$ cat src/rtl/fifo_ctrl8.sv
// -----------------------------------------------------------------------------
// fifo_ctrl8 -- control block for an 8-entry FIFO built around an external
// register file. This block keeps the read/write pointers, the occupancy count
// and the status flags; it carries no data itself.
//
// Parameters
//   DW      data width of the attached register file (documentation only)
//   AF_LVL  almost-full threshold in entries, 1..8
//
// Ports
//   clk       clock, all state on the rising edge
//   rst_n     asynchronous active-low reset
//   push_i    write request (data goes to the register file in the same cycle)
//   pop_i     read request (head entry consumed at this edge)
//   flush_i   synchronous empty of the FIFO, overrides push/pop
//   clr_i     synchronous clear of the sticky error flags
//   wen_o     register-file write enable (combinational)
//   waddr_o   register-file write address (write pointer)
//   raddr_o   register-file read address (read pointer)
//   full_o    occupancy == 8 (registered)
//   empty_o   occupancy == 0 (registered)
//   count_o   occupancy 0..8 (registered)
//   ovf_o     sticky overflow flag
//   udf_o     sticky underflow flag
//   afull_o   almost-full indication
//
// Build option
//   FIFO_CTRL8_AFULL_EN  when defined, afull_o is a registered (count >= AF_LVL);
//                        when undefined, afull_o is tied low and no threshold
//                        logic exists.
// -----------------------------------------------------------------------------
module fifo_ctrl8 #(
    parameter int DW     = 8,
    parameter int AF_LVL = 6
) (
    input  logic       clk,
    input  logic       rst_n,
    input  logic       push_i,
    input  logic       pop_i,
    input  logic       flush_i,
    input  logic       clr_i,
    output logic       wen_o,
    output logic [2:0] waddr_o,
    output logic [2:0] raddr_o,
    output logic       full_o,
    output logic       empty_o,
    output logic [3:0] count_o,
    output logic       ovf_o,
    output logic       udf_o,
    output logic       afull_o
);

    // Elaboration-time parameter sanity checks.
    if (DW < 1) begin : g_dw_chk
        $error("fifo_ctrl8: DW must be at least 1");
    end
    if (AF_LVL < 1 || AF_LVL > 8) begin : g_af_lvl_chk
        $error("fifo_ctrl8: AF_LVL must be in 1..8");
    end

    logic [2:0] wptr_q, wptr_d;
    logic [2:0] rptr_q, rptr_d;
    logic [3:0] cnt_q, cnt_d;
    logic       full_q, full_d;
    logic       empty_q, empty_d;
    logic       ovf_q, ovf_d;
    logic       udf_q, udf_d;

    logic       push_acc;
    logic       pop_acc;
    logic       ovf_evt;
    logic       udf_evt;

    // A push into a full FIFO is only legal when the head is consumed in the
    // same cycle; a full FIFO is never empty, so pop_i alone implies an
    // accepted pop there. Flush masks everything, including error events.
    always_comb begin
        push_acc = push_i & ~flush_i & (~full_q | pop_i);
        pop_acc  = pop_i  & ~flush_i & ~empty_q;
        ovf_evt  = push_i & ~flush_i &  full_q & ~pop_i;
        udf_evt  = pop_i  & ~flush_i &  empty_q;
    end

    always_comb begin
        wptr_d = wptr_q;
        rptr_d = rptr_q;
        cnt_d  = cnt_q;
        if (flush_i) begin
            wptr_d = 3'd0;
            rptr_d = 3'd0;
            cnt_d  = 4'd0;
        end else begin
            // 3-bit pointers wrap 7 -> 0 naturally.
            if (push_acc) wptr_d = wptr_q + 3'd1;
            if (pop_acc)  rptr_d = rptr_q + 3'd1;
            case ({push_acc, pop_acc})
                2'b10:   cnt_d = cnt_q + 4'd1;
                2'b01:   cnt_d = cnt_q - 4'd1;
                default: cnt_d = cnt_q;
            endcase
        end
        // Flags are derived from the next count so they line up with count_o.
        full_d  = (cnt_d == 4'd8);
        empty_d = (cnt_d == 4'd0);
        // Set wins over clear when both happen in the same cycle.
        ovf_d   = ovf_evt | (ovf_q & ~clr_i);
        udf_d   = udf_evt | (udf_q & ~clr_i);
    end

    always_ff @(posedge clk or negedge rst_n) begin
        if (!rst_n) begin
            wptr_q  <= 3'd0;
            rptr_q  <= 3'd0;
            cnt_q   <= 4'd0;
            full_q  <= 1'b0;
            empty_q <= 1'b1;
            ovf_q   <= 1'b0;
            udf_q   <= 1'b0;
        end else begin
            wptr_q  <= wptr_d;
            rptr_q  <= rptr_d;
            cnt_q   <= cnt_d;
            full_q  <= full_d;
            empty_q <= empty_d;
            ovf_q   <= ovf_d;
            udf_q   <= udf_d;
        end
    end

`ifdef FIFO_CTRL8_AFULL_EN
    logic afull_q;

    always_ff @(posedge clk or negedge rst_n) begin
        if (!rst_n) begin
            afull_q <= 1'b0;
        end else begin
            afull_q <= (cnt_d >= 4'(AF_LVL));
        end
    end

    assign afull_o = afull_q;
`else
    assign afull_o = 1'b0;
`endif

    assign wen_o   = push_acc;
    assign waddr_o = wptr_q;
    assign raddr_o = rptr_q;
    assign full_o  = full_q;
    assign empty_o = empty_q;
    assign count_o = cnt_q;
    assign ovf_o   = ovf_q;
    assign udf_o   = udf_q;

endmodule

$ cat config.mk
export PLATFORM = sky130hd
export DESIGN_NAME = fifo_ctrl8
export DESIGN_NICKNAME = d
export VERILOG_FILES = /design/src/rtl/fifo_ctrl8.sv
export SDC_FILE = /design/constraint.sdc
export NUM_CORES = 1
export LEC_CHECK = 0
export BUFFER_PORTS_ARGS = -buffer_cell sky130_fd_sc_hd__buf_2
export CAP_MARGIN = 30
export CORE_MARGIN = 2
export CORE_UTILIZATION = 49
export CTS_CLUSTER_DIAMETER = 50
export DETAILED_ROUTE_END_ITERATION = 6
export GPL_TIMING_DRIVEN = 0
export HOLD_SLACK_MARGIN = 0.08
export PLACE_DENSITY_LB_ADDON = 0.3
export SLEW_MARGIN = 10
export SYNTH_ARGS = -nofsm -noshare
export SYNTH_HDL_FRONTEND = slang
export SYNTH_SLANG_ARGS = --single-unit
$ cat constraint.sdc
create_clock -name clk -period 2.4 [get_ports clk]
set_clock_uncertainty 0.1 [all_clocks]
set_input_delay 0.12 -clock clk [delete_from_list [all_inputs] [get_ports clk]]
set_output_delay 0.12 -clock clk [all_outputs]
set_load 0.005 [all_outputs]
==> results.sh, run 1 <==
export IMPL_status="complete, no violations"
export IMPL_grt_total_usage_pct=16.90
export IMPL_min_period_ns=2.169
export IMPL_peakVddDrop_uv=301.6
export IMPL_final_area_um2=939.7
export IMPL_initial_core_util_pct=51.03
export IMPL_die_area_mm2=0.001841
export IMPL_leakage_nw=0.5138
export IMPL_via_count=585
export IMPL_clk_pin_slew_ns=0.09
export IMPL_numPlacedInstances=108
export IMPL_cpPeakStageDelay_ns=0.61
export IMPL_syn_num_nets=82
export IMPL_htreeDepth=1
export IMPL_cts_sinks=14
export IMPL_yosysSeqAreaShare_pct=47.39
export IMPL_diodes=0
export IMPL_core_mm2=0.001454
export IMPL_syn_to_final_growth_pct=26.64
export IMPL_std_cell_rows=14
export IMPL_hold_path_class="input pin to flip-flop"
export IMPL_regArea_um2=351.6
export IMPL_synthCells=72
export IMPL_postPlaceCellArea_um2=862.1
export IMPL_post_cts_buffers=0
export IMPL_yosysUniqueCellTypes=27
export IMPL_grt_pass1_wl_um=2249
export IMPL_wl_um=1388
export IMPL_die_h_um=42.91
export IMPL_timing_fmax_ghz=0.4611
export IMPL_multi_input_area_um2=370.4
export IMPL_final_common_cell="buf_2"
export IMPL_cts_tree="done"
export IMPL_io_pins=22
export IMPL_syn_cell_area_um2=742.0
export IMPL_worst_path_dominant_cell_family="simple AND/OR/NAND/NOR gates"
export IMPL_grt_max_degree=15
export IMPL_drt_iter0_markers=11
export IMPL_start_kind="flip-flop"
export IMPL_synth_seq_cells=14
export IMPL_crit_required_ns=2.48
export IMPL_dp_hpwl_um=1054
export IMPL_crit_slowest_cell="dfstp_2"
export IMPL_worstSkewPairLatency_ns=0.27
export IMPL_endpoint_kind="flip-flop"
export IMPL_dieWidth_um=42.91
export IMPL_via_per_inst=5.087
export IMPL_critPathKind="flip-flop to flip-flop"
export IMPL_io_buffers=20
export IMPL_grt_setup_unrepaired="false"
export IMPL_fin_setup_tns_ns=0
export IMPL_drive_above_1_share_pct=30.30
export IMPL_drc=0
export IMPL_yosys_top_cells_area="dfrtp_1 44%, ha_1 6.7%, xor2_1 5.9%"
export IMPL_cts_buffer_depth=2
export IMPL_hold_path_cell_count=3
export IMPL_maxCapViolations=0
export IMPL_finalNetCount=110
export IMPL_r2r_start="empty_o$_DFF_PN1_"
export IMPL_first_pass_iters=4
export IMPL_hold_slack_ns=0.1127
export IMPL_cp_arrival_ns=2.25
export IMPL_post_route_period_util_pct=90.36
export IMPL_gp_congestion=0.7466
export IMPL_slew_viol_final=0
export IMPL_hold_start="push_i"
export IMPL_crit_fanout=5
export IMPL_antenna_found_initial=0
export IMPL_postSynthAreaPerCell_um2=10.31
export IMPL_crit_buf_inv=0
export IMPL_fin_util_pct=64.63
export IMPL_hold_viol=0
export IMPL_final_cell_mix="21 x buf_2, 13 x dfrtp_1, 8 x nand2_1"
export IMPL_crit_chain="nor3b_2, ha_1, nor4b_1, a31oi_1, xnor2_1, nor4b_2"
export IMPL_power_density_mw_per_mm2=569.8
export IMPL_worstRegToRegCells=6
export IMPL_n_fill_cell=130
export IMPL_synth_top_area_share_pct=43.84
export IMPL_root_buffer="clkbuf_4"
export IMPL_synth_area_leader_cell="dfrtp_1"
export IMPL_avgRoutedWirePerCell_um=12.07
export IMPL_cp_startpoint="empty_o$_DFF_PN1_"
export IMPL_stdcell_count=115
export IMPL_setup_violations=0
export IMPL_grt_pass1_vias=509
export IMPL_grt_ovfl_total=0
export IMPL_yosysWarnings=0
export IMPL_antenna_left=0
export IMPL_cp_depth=6
export IMPL_cts_buffers=3
-- cell type report --
class	count	share of cell area (%)
multi-input cells	51	39.41
flip-flops and latches	14	37.42
repair buffers	23	13.85
clock buffers	4	3.862
well taps	16	2.130
inverters	5	1.997
plain buffers	2	1.332
-- registers in the layout, summed over array words and instances (netlist names) --
signal and count:
count_o 4, raddr_o 3, waddr_o 3, empty_o 1, full_o 1, ovf_o 1
udf_o 1
-- layer usage --
layer | part of all wire, % | GRT usage (%) | up-vias
li1 | - | - | 294
met1 | 46 | 21.41 | 275
met2 | 46 | 26.36 | 14
met3 | 6.7 | 3.830 | 2
met4 | 1.1 | 9.375 | 0
met5 | 0 | 0 | -
-- repair_timing --
action                     CTS  global route
hold buffers                 3             0
resized for setup            0             2
setup endpoints to repair    0             2
hold endpoints to repair    16             0
-- through the flow --
stage | setup slack (ns) | total power, mW
2_1_floorplan | 0.3708 | 0.3296
4_1_cts | 0.05184 | 0.5380
3_3_place_gp | 0.1071 | 0.3640
6_report | 0.2314 | 0.5354
5_1_grt | 0.03167 | 0.5629
3_5_place_dp | 0.01061 | 0.3683
-- where the power goes --
group | switching (mW) | leakage (nW) | internal, mW
logic | 0.0490 | 0.305 | 0.0467
clock network | 0.0752 | 0.0210 | 0.0921
registers | 0.0195 | 0.188 | 0.253
-- synth_stat cells --
library cell,number
dfrtp_1,13
nand2_1,8
nor2_1,7
inv_1,5
xor2_1,5
ha_1,4
xnor2_1,4
a21oi_1,2
a31oi_1,2
and2_1,2
mux2i_1,2
nand3_1,2
nor4b_1,2
a32o_1,1
buf_2,1
buf_4,1
conb_1,1
dfstp_2,1
nand2b_1,1
nor2b_1,1
nor3_1,1
nor3b_1,1
nor4b_4,1
o21ai_0,1
o2bb2ai_1,1
o31ai_1,1
or2b_1,1
-- worst reg2reg max path, cell delays in order (launching register included) --
cell     delay (ns)
dfstp_2        0.61
nor3b_2        0.08
ha_1           0.35
nor4b_1        0.31
a31oi_1        0.09
xnor2_1        0.27
nor4b_2        0.26
-- worst paths after layout --
kind	endpoint	slack (ns)
max	full_o$_DFF_PN0_	0.23
min	ovf_o$_DFF_PN0_	0.11
max reg2reg	full_o$_DFF_PN0_	0.23
min reg2reg	ovf_o$_DFF_PN0_	0.40
max in group asynchronous	empty_o$_DFF_PN1_	1.75
min in group asynchronous	ovf_o$_DFF_PN0_	0.16
-- logic make-up after synthesis --
| logic type | after synthesis | synth area share (%) |
|---|---|---|
| buf+inv | 7 | 4.216 |
| flops | 14 | 47.39 |
| simple gates | 27 | 20.58 |
| xor+xnor | 9 | 10.62 |
| fa+ha+maj | 4 | 6.746 |
| mux | 2 | 2.698 |
| other cells | 1 | 0.5054 |
| compound gates | 8 | 7.251 |
Note: power is estimated with default switching activity, not from simulation.
==> inputs of run 2 (changes only) <==
Settings changed: ABC_AREA set to 1, CORE_UTILIZATION 49 to 50.
==> results.sh, run 2 <==
export IMPL_antenna_found_initial=0
export IMPL_combPwrFrac_pct=36.3
export IMPL_drt_iter0_markers=10
export IMPL_stdcell_count=142
export IMPL_yosysSeqAreaShare_pct=42.45
export IMPL_p_sw_share_pct=34.77
export IMPL_initial_core_util_pct=54.35
export IMPL_worstSkewPairLatency_ns=0.28
export IMPL_slew_viol_final=0
export IMPL_synth_top_family_by_area="simple AND/OR/NAND/NOR gates"
export IMPL_std_cell_rows=14
export IMPL_synth_top_area_share_pct=39.27
export IMPL_start_kind="input pin"
export IMPL_fin_setup_tns_ns=0
export IMPL_finalNetCount=137
export IMPL_setup_ws_ns=0.1443
export IMPL_crit_required_ns=2.51
export IMPL_synth_main_ff_cell="dfrtp_1"
export IMPL_power_density_mw_per_mm2=660.4
export IMPL_clk_pin_slew_ns=0.08
export IMPL_grt_max_degree=15
export IMPL_crit_chain="dlygate4sd3_1, buf_2, inv_4, nand2_4, nor2_8, nand3_4, nand2_2, inv_1, ha_1, o21ai_1, a21oi_1, or2_2, inv_1, nand2_2, a21oi_2"
export IMPL_grt_total_usage_pct=17.15
export IMPL_yosysUniqueCellTypes=30
export IMPL_cpPeakStageDelay_ns=0.53
export IMPL_numPlacedInstances=130
export IMPL_postSynthAreaPerCell_um2=8.812
export IMPL_io_buffers=20
export IMPL_synth_compound_area_share_pct=11.93
export IMPL_root_buffer="clkbuf_4"
export IMPL_first_pass_iters=4
export IMPL_htreeDepth=1
export IMPL_die_h_um=44.70
export IMPL_final_area_mm2=0.001047
export IMPL_regArea_um2=351.6
export IMPL_post_route_period_util_pct=93.99
export IMPL_synth_area_leader_cell="dfrtp_1"
export IMPL_via_count=697
export IMPL_final_cell_mix="20 x buf_2, 17 x inv_1, 13 x dfrtp_1"
export IMPL_cts_tree="done"
export IMPL_maxCapViolations=0
export IMPL_drc=0
export IMPL_yosysWarnings=0
export IMPL_cts_sinks=14
export IMPL_synth_seq_cells=14
export IMPL_setup_violations=0
export IMPL_p_total_mw=0.6916
export IMPL_p_sw_mw=0.2404
export IMPL_syn_to_final_growth_pct=26.43
export IMPL_drive_above_1_share_pct=35.71
export IMPL_p_int_mw=0.4511
export IMPL_final_common_cell="buf_2"
export IMPL_synth_edff_count=0
export IMPL_io_pins=22
export IMPL_muxShareOfSynthArea_pct=0
export IMPL_cp_arrival_ns=2.36
export IMPL_yosys_top_cells_area="dfrtp_1 39%, inv_1 7.7%, ha_1 6.0%"
export IMPL_dieWidth_um=44.70
export IMPL_timing_fmax_ghz=0.4433
export IMPL_postPlaceCellArea_um2=948.4
export IMPL_synthCells=94
export IMPL_gp_congestion=0.7982
export IMPL_synth_simple_area_share_pct=28.25
export IMPL_wl_um=1545
export IMPL_dp_hpwl_um=1146
export IMPL_cts_buffer_depth=2
export IMPL_core_mm2=0.001524
export IMPL_grt_pass1_wl_um=2435
export IMPL_hold_path_class="input pin to asynchronous set/reset pin"
export IMPL_power_frac_clock_pct=19.3
export IMPL_synth_adder_area_share_pct=6.042
export IMPL_pwr_share_seq_pct=44.4
export IMPL_synthTopCellsByCount="17 x inv_1, 13 x dfrtp_1, 12 x nand2_1, 6 x nor2_1, 5 x a21oi_1"
export IMPL_multi_input_area_um2=395.4
export IMPL_grt_pass1_vias=619
export IMPL_endpoint_kind="flip-flop"
export IMPL_diodes=0
export IMPL_status="complete, no violations"
export IMPL_die_area_mm2=0.001998
export IMPL_n_fill_cell=127
export IMPL_leakage_nw=0.6101
export IMPL_yosysMostFrequentCell="inv_1"
export IMPL_grt_ovfl_total=0
export IMPL_hold_viol=0
export IMPL_avgRoutedWirePerCell_um=10.88
export IMPL_largest_reg_flops=4
export IMPL_critPathKind="input pin to flip-flop"
export IMPL_min_period_ns=2.256
export IMPL_syn_num_nets=104
export IMPL_antenna_left=0
export IMPL_synthArstFlopShare_pct=100.0
export IMPL_crit_slowest_cell="dlygate4sd3_1"
export IMPL_cts_buffers=3
export IMPL_preCtsSetupSlack_ns=0.1330
export IMPL_crit_fanout=7
export IMPL_via_per_inst=4.908
export IMPL_grt_setup_unrepaired="false"
export IMPL_peakVddDrop_uv=397.4
export IMPL_syn_cell_area_um2=828.3
export IMPL_synth_xor_area_share_pct=1.057
-- run 2: cell count changes after synthesis, moves of 3 or more --
| cell | before | now |
|---|---|---|
| nand2_1 | 8 | 12 |
| nand3_2 | 0 | 3 |
| xor2_1 | 5 | 1 |
| o21ai_0 | 1 | 4 |
| inv_1 | 5 | 17 |
| xnor2_1 | 4 | 0 |
| a21oi_1 | 2 | 5 |
| nand2_2 | 0 | 4 |
-- run 2: timing repair --
item / CTS / global route
gates resized for setup: 0 / 1
setup buffers: 0 / 3
hold buffers: 5 / 0
endpoints found under the setup margin: 0 / 2
endpoints found under the hold margin: 18 / 0
-- run 2: worst paths after layout --
kind | endpoint | cells past startpoint | slack, ns | startpoint
min in group clk | waddr_o[0]$_DFFE_PN0P_ | 5 | 0.20 | push_i
worst min-delay path | waddr_o[2]$_DFFE_PN0P_ | 2 | 0.16 | rst_n
worst max register to register | empty_o$_DFF_PN1_ | 12 | 0.25 | empty_o$_DFF_PN1_
worst min register to register | waddr_o[2]$_DFFE_PN0P_ | 1 | 0.37 | waddr_o[2]$_DFFE_PN0P_
max in group asynchronous | empty_o$_DFF_PN1_ | 2 | 1.73 | rst_n
worst max-delay path | empty_o$_DFF_PN1_ | 15 | 0.14 | flush_i
-- run 2: cells by family (layout without fill, tap and decap cells) --
family,Yosys count,count (layout)
other cells,1,1
simple gates,38,38
buf+inv,20,52
flops,14,14
compound gates,16,16
xor+xnor,1,1
fa+ha+maj,4,4
-- run 2: worst max-delay path: cells and delay by family --
kind / cells / cell delay (ns)
AND/OR/NAND/NOR: 6 / 0.76
buffers and inverters: 5 / 0.91
AO/OA/AOI/OAI: 3 / 0.31
adder cells (fa/ha/maj): 1 / 0.26
-- run 2: stage by stage --
step / util, % / hold slack (ns)
2_1_floorplan: - / -0.2756
5_1_grt: 68.72 / 0.1867
3_5_place_dp: 62.23 / -0.07056
6_report: 68.72 / 0.1618
3_3_place_gp: 62.23 / -0.07198
4_1_cts: 67.24 / 0.1659
-- run 2: layout make-up --
| cell class | instances | area share [%] |
|---|---|---|
| well taps | 16 | 1.912 |
| clock buffers | 4 | 2.509 |
| flip-flops and latches | 14 | 33.57 |
| repair buffers | 28 | 16.49 |
| inverters | 19 | 7.049 |
| multi-input cells | 60 | 37.75 |
| plain buffers | 1 | 0.7168 |
-- run 2: layer usage --
layer	routed length [um]	global-route usage, %
met1	677	19.28
met2	757	29.86
met3	89	6.400
met4	21	5.455
met5	0	0
-- run 2: power by group through the flow --
stage	sequential, mW	clock, mW	combinational, mW
after floorplan	0.322	0	0.145
after global placement	0.319	0	0.215
after detailed placement	0.321	0	0.219
after CTS	0.316	0.139	0.228
after global routing	0.311	0.149	0.280
final	0.307	0.133	0.251
==> inputs of run 3 (changes only) <==
Settings changed: CORE_UTILIZATION 50 to 53, CTS_BUF_LIST set to sky130_fd_sc_hd__clkbuf_4.
==> results.sh, run 3 (same netlist as run 2, synthesis figures left out) <==
export IMPL_status="complete, no violations"
export IMPL_critPathKind="input pin to flip-flop"
export IMPL_via_count=705
export IMPL_largest_reg_flops=4
export IMPL_min_period_ns=2.255
export IMPL_dieWidth_um=43.53
export IMPL_drt_iter0_markers=10
export IMPL_grt_max_degree=15
export IMPL_hold_viol=0
export IMPL_hold_slack_ns=0.1547
export IMPL_antenna_left=0
export IMPL_worstSkewPairLatency_ns=0.28
export IMPL_cts_buffer_depth=2
export IMPL_via_per_inst=5.000
export IMPL_first_pass_iters=4
export IMPL_power_density_mw_per_mm2=665.9
export IMPL_setup_violations=0
export IMPL_finalNetCount=136
export IMPL_slew_viol_final=0
export IMPL_setup_ws_ns=0.1446
export IMPL_syn_to_final_growth_pct=25.53
export IMPL_endpoint_kind="flip-flop"
export IMPL_p_total_mw=0.6924
export IMPL_final_common_cell="buf_2"
export IMPL_final_cell_mix="20 x buf_2, 17 x inv_1, 13 x dfrtp_1"
export IMPL_die_h_um=43.53
export IMPL_crit_required_ns=2.52
export IMPL_avgRoutedWirePerCell_um=11.09
export IMPL_hold_path_class="input pin to asynchronous set/reset pin"
export IMPL_die_area_mm2=0.001895
export IMPL_cts_buffers=3
export IMPL_clk_pin_slew_ns=0.08
export IMPL_drive_above_1_share_pct=35.20
export IMPL_std_cell_rows=14
export IMPL_core_mm2=0.001489
export IMPL_crit_fanout=7
export IMPL_root_buffer="clkbuf_4"
export IMPL_diodes=0
export IMPL_cts_sinks=14
export IMPL_grt_ovfl_total=0
export IMPL_grt_pass1_vias=671
export IMPL_cts_tree="done"
export IMPL_preCtsSetupSlack_ns=0.1003
export IMPL_grt_total_usage_pct=19.22
export IMPL_fin_util_pct=69.83
export IMPL_cp_arrival_ns=2.38
export IMPL_postPlaceCellArea_um2=948.4
export IMPL_maxCapViolations=0
export IMPL_drc=0
export IMPL_dp_hpwl_um=1187
export IMPL_wl_um=1563
export IMPL_io_buffers=20
export IMPL_grt_pass1_wl_um=2642
export IMPL_timing_fmax_ghz=0.4434
export IMPL_peakVddDrop_uv=424.2
export IMPL_leakage_nw=0.6052
export IMPL_htreeDepth=1
export IMPL_reg2reg_slack_ns=0.20
export IMPL_post_route_period_util_pct=93.98
export IMPL_initial_core_util_pct=55.63
export IMPL_antenna_found_initial=0
export IMPL_final_area_mm2=0.001040
export IMPL_gp_congestion=0.8420
export IMPL_start_kind="input pin"
export IMPL_io_pins=22
run 3: cell count changes in the layout (fill, tap and decap cells not counted), sizes merged:
| cell | delta |
|---|---|
| buf | -1 |
| clkbuf | -1 |
| clkinv | +1 |
run 3: path summary, 6_finish.rpt:
path	depth (start not counted)	start	to
min	2	rst_n	waddr_o[0]$_DFFE_PN0P_
max in group asynchronous	2	rst_n	empty_o$_DFF_PN1_
min reg2reg	1	waddr_o[2]$_DFFE_PN0P_	waddr_o[2]$_DFFE_PN0P_
max reg2reg	12	empty_o$_DFF_PN1_	full_o$_DFF_PN0_
min in group clk	5	push_i	waddr_o[0]$_DFFE_PN0P_
max	15	flush_i	full_o$_DFF_PN0_
run 3: critical path, cell delays in order:
cell	delay (ns)
dlygate4sd3_1	0.53
buf_2	0.17
inv_4	0.10
nand2_4	0.08
nor2_8	0.15
nand3_4	0.09
nand2_2	0.08
inv_1	0.04
ha_1	0.27
o21ai_1	0.15
a21oi_1	0.07
or2_2	0.30
inv_1	0.07
nand2_2	0.06
nor2_2	0.10
run 3: metal layers:
layer	track usage, %	vias to the layer above	wire (um)
li1	-	368	-
met1	23.20	317	720
met2	32.84	18	755
met3	2.500	2	63
met4	10.91	0	23
met5	0	-	0
run 3: power breakdown:
| group | internal, mW | total, mW | switching (mW) |
|---|---|---|---|
| clock | 0.0605 | 0.138 | 0.0773 |
| sequential | 0.276 | 0.306 | 0.0305 |
| combinational | 0.108 | 0.248 | 0.140 |
run 3: timing repair:
item | 4_1_cts | 5_1_grt
setup endpoints to repair | 0 | 2
hold endpoints to repair | 18 | 0
resized for setup | 0 | 1
buffers inserted | 0 | 2
hold buffers | 5 | 0
run 3: layout make-up:
cell class	instances	area [um^2]
repair buffers	27	165.2
clock buffers	3	22.52
clock inverters	1	3.754
flip-flops and latches	14	351.6
fillers	132	449.2
well taps	16	20.02
plain buffers	1	7.507
multi-input cells	60	395.4
inverters	19	73.82
run 3: stage by stage:
| step | TNS [ns] | instances |
|---|---|---|
| after floorplan | 0 | 94 |
| after global placement | 0 | 130 |
| after detailed placement | 0 | 130 |
| after CTS | 0 | 139 |
| after global routing | -0.0004219 | 141 |
| final | 0 | 141 |
